==> src/rtl/display_counter.sv <==
// Multi-digit BCD/hex up/down counter with prescaler, load and seven-segment decode.
// Latency: Count/Tick/Wrap registered one cycle after the step or load edge; HEX combinational from Count.
// Backpressure: none; En freezes both the prescaler and the count.
module display_counter #(
    parameter int DIGITS   = 6,
    parameter int DECIMAL  = 1,
    parameter int TICK_DIV = 50000000,
    parameter int BLANK_LZ = 0
) (
    input  logic                  Clock,
    input  logic                  Resetn,
    input  logic                  En,
    input  logic                  Up,
    input  logic                  Load,
    input  logic [4*DIGITS-1:0]   LoadVal,
    output logic [4*DIGITS-1:0]   Count,
    output logic [7*DIGITS-1:0]   HEX,
    output logic                  Tick,
    output logic                  Wrap
);

    localparam int             PW    = (TICK_DIV > 1) ? $clog2(TICK_DIV) : 1;
    localparam logic [PW-1:0]  PTERM = PW'(TICK_DIV - 1);
    localparam logic [3:0]     DMAX  = (DECIMAL != 0) ? 4'd9 : 4'd15;

    logic [PW-1:0]       pcnt;
    logic                step;
    logic                carry;
    logic [4*DIGITS-1:0] count_next;
    logic [4*DIGITS-1:0] load_val;
    logic                nz_above;

    assign step = En && (pcnt == PTERM);

    function automatic logic [6:0] seg7(input logic [3:0] d);
        case (d)
            4'h0: seg7 = 7'b1000000;
            4'h1: seg7 = 7'b1111001;
            4'h2: seg7 = 7'b0100100;
            4'h3: seg7 = 7'b0110000;
            4'h4: seg7 = 7'b0011001;
            4'h5: seg7 = 7'b0010010;
            4'h6: seg7 = 7'b0000010;
            4'h7: seg7 = 7'b1111000;
            4'h8: seg7 = 7'b0000000;
            4'h9: seg7 = 7'b0010000;
            4'hA: seg7 = 7'b0001000;
            4'hB: seg7 = 7'b0000011;
            4'hC: seg7 = 7'b1000110;
            4'hD: seg7 = 7'b0100001;
            4'hE: seg7 = 7'b0000110;
            default: seg7 = 7'b0001110;
        endcase
    endfunction

    // Ripple carry/borrow: a digit moves only while every lower digit sits at its edge value.
    always_comb begin
        count_next = Count;
        load_val   = LoadVal;
        carry      = 1'b1;
        for (int i = 0; i < DIGITS; i++) begin
            if (Up) begin
                if (carry)
                    count_next[4*i +: 4] = (Count[4*i +: 4] == DMAX) ? 4'd0 : Count[4*i +: 4] + 4'd1;
                carry = carry && (Count[4*i +: 4] == DMAX);
            end else begin
                if (carry)
                    count_next[4*i +: 4] = (Count[4*i +: 4] == 4'd0) ? DMAX : Count[4*i +: 4] - 4'd1;
                carry = carry && (Count[4*i +: 4] == 4'd0);
            end
            if ((DECIMAL != 0) && (LoadVal[4*i +: 4] > 4'd9))
                load_val[4*i +: 4] = 4'd9;
        end
    end

    always_ff @(posedge Clock or negedge Resetn) begin
        if (!Resetn) begin
            pcnt  <= '0;
            Count <= '0;
            Tick  <= 1'b0;
            Wrap  <= 1'b0;
        end else if (Load) begin
            pcnt  <= '0;
            Count <= load_val;
            Tick  <= 1'b0;
            Wrap  <= 1'b0;
        end else begin
            Tick <= step;
            Wrap <= step && carry;
            if (En)
                pcnt <= step ? '0 : pcnt + PW'(1);
            if (step)
                Count <= count_next;
        end
    end

    // Scan from the top digit so a digit blanks only while everything above it is zero.
    always_comb begin
        HEX      = '0;
        nz_above = 1'b0;
        for (int i = DIGITS - 1; i >= 0; i--) begin
            nz_above = nz_above || (Count[4*i +: 4] != 4'd0);
            if ((BLANK_LZ != 0) && (i > 0) && !nz_above)
                HEX[7*i +: 7] = 7'h7F;
            else
                HEX[7*i +: 7] = seg7(Count[4*i +: 4]);
        end
    end

endmodule

==> config.mk <==
export PLATFORM = sky130hd
export DESIGN_NAME = display_counter
export DESIGN_NICKNAME = d
export VERILOG_FILES = /design/src/rtl/display_counter.sv
export SDC_FILE = /design/constraint.sdc
export NUM_CORES = 1
export LEC_CHECK = 0
export BUFFER_PORTS_ARGS = -buffer_cell sky130_fd_sc_hd__clkbuf_2
export CORE_ASPECT_RATIO = 1.2
export CORE_MARGIN = 4
export CORE_UTILIZATION = 33
export DETAILED_ROUTE_END_ITERATION = 8
export GPL_TIMING_DRIVEN = 0
export SYNTH_ARGS = -nofsm -noshare
export SYNTH_HDL_FRONTEND = slang
export SYNTH_SLANG_ARGS = --single-unit
==> constraint.sdc <==
create_clock -name Clock -period 3.3 [get_ports Clock]
set_clock_uncertainty 0.1 [all_clocks]
set_input_delay 0.165 -clock Clock [delete_from_list [all_inputs] [get_ports Clock]]
set_output_delay 0.165 -clock Clock [all_outputs]
set_load 0.02 [all_outputs]
Yosys cells after proc, flatten, opt, wreduce, memory -nomap -nowiden
Memory sizes are Yosys's and may differ from the RTL's.
Index checks and enable logic that the tools add are counted.

storage, ports and cells
  register bits = 52
  ROM bits = 672
  input port bits = 29
  output and inout port bits = 68
  word-level logic and storage cells = 118
  memories kept = 6

memories
  memory            depth  bits a word  read ports  clocked after memory_dff  write ports  RTL line  text
  (name not given)  16     7            1           0                         0            36        case (d)
  (name not given)  16     7            1           0                         0            36
  (name not given)  16     7            1           0                         0            36
  (name not given)  16     7            1           0                         0            36
  (name not given)  16     7            1           0                         0            36
  (name not given)  16     7            1           0                         0            36

cells by class
  add/sub/neg operators = 13
  $lt $le $gt $ge = 6
  equal/unequal tests = 7
  mux-type cells = 47
  reductions and logical operators = 30

operators by type and width
  kind                                               count
  two-way mux 4 bit                                  34
  two-way mux 26 bit                                 3
  two-way mux 24 bit                                 2
  adder 26 x 1 -> 26 bit (second input constant)     1
  == test 26 bit (second input constant)             1
  adder 4 x 1 -> 4 bit (second input constant)       6
  == test 4 bit (second input constant)              6
  > comparator 4 bit (second input constant)         6
  zero test 4 bit                                    6
  subtractor 4 x 1 -> 4 bit (second input constant)  6
  nonzero test 2 bit                                 7
  logical AND 1 bit                                  12
  AND reduction 2 bit                                5
  two-way mux 1 bit                                  8

Depth between registers and ports, before layout
  depth in word-level cells = 14
  mapped depth = 8

Least setup slack after synthesis
No wires, ideal clock.

  path type = reg2reg
  start point = register Count[8]
  end point = register Count[19]
  arrival = 2886 ps
  required time = 3123 ps
  slack = 236 ps
  stages on the path, launching flop included = 9
  clock period less this slack = 3064 ps
  cell sequence = dfrtp_1 clkbuf_1 inv_1 ha_1 or4b_1 a221o_1 nor4_4 mux2_2 a21oi_1

between the ends
  longest elaborated chain between the ends = 7
  elaborated cells between the ends (all ways) = 10
  classes of those cells = eq/ne (1); mux (2); reduce/logical (7)

ends and longest elaborated chain
  what                                                     RTL line  text
  start: declaration                                       16        output logic [4*DIGITS-1:0] Count,
  start signal: assignment                                 84        Count <= load_val;
  start signal: assignment                                 93        Count <= count_next;
  == test 4 bit / zero test 4 bit (equally long branches)  65, 69
  logical AND 1 bit (on tied branches)                     65, 69
  two-way mux 1 bit *                                      62        if (Up) begin
  logical AND 1 bit (on tied branches)                     69, 65
  two-way mux 1 bit *                                      62
  nonzero test 2 bit (no source line) *                    --
  AND reduction 2 bit (no source line) *                   --

Every way passes the cells marked *; elsewhere a longest branch is shown, timed or not.
A chain may end at the register's enable or synchronous reset.

Final worst setup path
  start point = register Count[8]
  end point = register Count[17]

The elaborated chain is that of the path after synthesis.

==> out/qor.yml <==
outcome: "finished with violations"
violations: "hold timing"
layout.nets: 857
core_sq_mm: 0.0156
ir_drop_v: 0.000187
start_kind: "register"
async_flop_share_pct: 100
dr.first_iter.drc_count: 305
cp_top_family: "simple AND/OR/NAND/NOR gates"
crit_arrival_ps: 3170
holdWs_ps: -0.838
fin_crit_ps: 3110
met1Wirelength_um: 7330
cts_tree: "yes"
clock_path_buffers: 2
regToRegSetupSlack_ps: 190
dp_hpwl_um: 11900
crit_path_cell_trace: "clkbuf_1, inv_1, ha_2, or4b_1, a221o_1, nor4_4, buf_4, mux2i_1, o21ai_1"
drive_gt1_share_pct: 17.1
antenna_found_initial: 0
final.setup.tns_ps: 0
num_rows: 50
final_cell_mix: "93 x clkbuf_2, 76 x nand2_1, 69 x nor2_1"
yosysWarnings: 0
cts.sinks: 52
grt_pass1_vias: 5117
end_kind: "register"
drv_cap: 0
met2_wirelength_um: 7610
cp_num_cells: 9
p_leak_nw: 2.67
die-area_sq_mm: 0.0179
cp_slowest_cell: "or4b_1"
rr_endpoint: "Count[17]$_DFFE_PN0P_"
nFillCells: 1714
layout_commonest_cell: "clkbuf_2"
avgSynthCellArea_sq_um: 7.66
ys_seq_area_share_pct: 24.9
die_w_um: 123
tightest_slew_ps: 809
cp.buffers_inverters: 3
first_pass_iters: 5
finalCritPeriodShare_pct: 94.2
cts_buffers: 5
die_h_um: 146
rsz0062_at_grt: "no"
htreeDepth: 2
gp_congestion: 0.892
clkTransAtPathRegs_ps: 70
ios: 97
grt_pass1_wl_um: 26500
wl_met3_um: 684
cts-root-buf: "clkbuf_16"
synth-main-ff-cell: "dfrtp_1"
regToRegStartpoint: "Count[8]$_DFFE_PN0P_"
yosysUniqueCellTypes: 69
routedWlPerCell_um: 15.9
critPathKind: "register to register"
wl_um: 15900
fmaxAchievable_ghz: 0.322
hold_violations: 1
drv_slew: 0
seq_area_sq_mm: 0.00130
grt_overflow: 0
crit_end: "Count[17]$_DFFE_PN0P_"
antenna_cells: 0
syn_area_sq_mm: 0.00522
routed-via-count: 5383
drc: 0
grt_max_degree: 53
hold_class: "primary input to register"
clk_latency_ps: 290
via_per_inst: 5.40
start_util_pct: 33.5
cp.required_ps: 3360
synth_nets: 750
area_growth_pct: 18.6
max_stage_delay_ps: 500
synth_edf_count: 0
grt_usage_pct: 17.8
drtAntennaViolNets: 0
multiInputGateArea_sq_mm: 0.00365
p_per_area_mw_per_mm2: 344
highest_layer: "met4"
reg2reg_depth: 9
relSlewSlack_pct: 45.5
hp-start: "LoadVal[14]"
ys_ff_latch: 52
finalSetupViolCount: 0
cp_max_fo: 7
synth_cells: 681
portBuffers: 94
cp-startpoint: "Count[8]$_DFFE_PN0P_"
## Yosys cell counts, drive strengths merged, types with 12 or more instances
master,instances,area share [%]
xnor2,12,2.0
ha,40,9.6
xor2,12,2.0
a31oi,18,2.2
clkbuf,42,3.0
dfrtp,52,25
nand3,25,2.4
inv,21,1.5
nand2,76,5.5
a21oi,42,4.0
nor2,69,5.0
o21ai,61,5.9
mux2i,15,2.9
nand2b,17,2.0
## kinds of logic after synthesis
group / count (synthesis) / synth area share (%)
buf+inv: 71 / 5.25
compound gates: 189 / 22.6
xor+xnor: 24 / 4.03
fa+ha+maj: 40 / 9.59
mux: 25 / 5.47
simple gates: 280 / 28.1
flops: 52 / 24.9
## sequential cells by signal, indices dropped and copies added (netlist names)
name   cells
Count     24
Tick       1
Wrap       1
pcnt      26
## final cells by class
class	instances	share of cell area, %
Multi-Input combinational cell	558	59.0
Sequential cell	52	21.0
Timing Repair Buffer	100	8.62
Tap cell	208	4.21
Buffer	48	3.03
Clock buffer	5	2.02
Inverter	23	1.40
Clock inverter	3	0.688
## worst reg2reg max path: stages, from the launching register on
cell      delay [ps]
dfrtp_1          450
clkbuf_1         210
inv_1            180
ha_2             280
or4b_1           500
a221o_1          410
nor4_4           360
buf_4            210
mux2i_1          190
o21ai_1           70
## metrics by stage
stage                     worst slack [ps]  utilization (%)  instances  total power [mW]  cell area, sq um
final                                  190             39.7        997              2.13              6190
after global routing                  31.1             39.7        997              2.26              6190
after CTS                              138             39.5        995              2.14              6150
after detailed placement              -203             38.2        983              1.54              5950
after global placement                -192             38.2        983              1.54              5950
after floorplan                        236                -        681              1.27              5220
## metal layers
metal	track usage [%]	vias to the layer above
met5	0	-
met2	28.8	130
met3	2.29	17
li1	-	2664
met4	3.87	0
met1	25.1	2572
## power breakdown
| part | switching [mW] | internal (mW) |
|---|---|---|
| Clock | 0.242 | 0.357 |
| Sequential | 0.0501 | 0.664 |
| Combinational | 0.527 | 0.290 |
## worst min-delay path by stage
| stage | cells after the start | slack [ps] | to |
|---|---|---|---|
| floorplan | 0 | -230 | Count[0]$_DFFE_PN0P_ |
| global placement | 3 | 290 | Count[13]$_DFFE_PN0P_ |
| detailed placement | 3 | 290 | Count[13]$_DFFE_PN0P_ |
| CTS | 3 | 0.4 | Count[14]$_DFFE_PN0P_ |
| global route | 3 | 7 | Count[14]$_DFFE_PN0P_ |
| finish | 3 | -0.8 | Count[14]$_DFFE_PN0P_ |
## timing repair
action / in CTS / in global routing
pin swaps: 1 / 0
cloned: 0 / 0
endpoints found under the setup margin: 6 / 4
hold endpoints to repair: 1 / 25
resized for setup: 1 / 1
setup buffers: 3 / 0
hold buffers: 1 / 1
No activity file was read; power rests on OpenSTA's default activity.
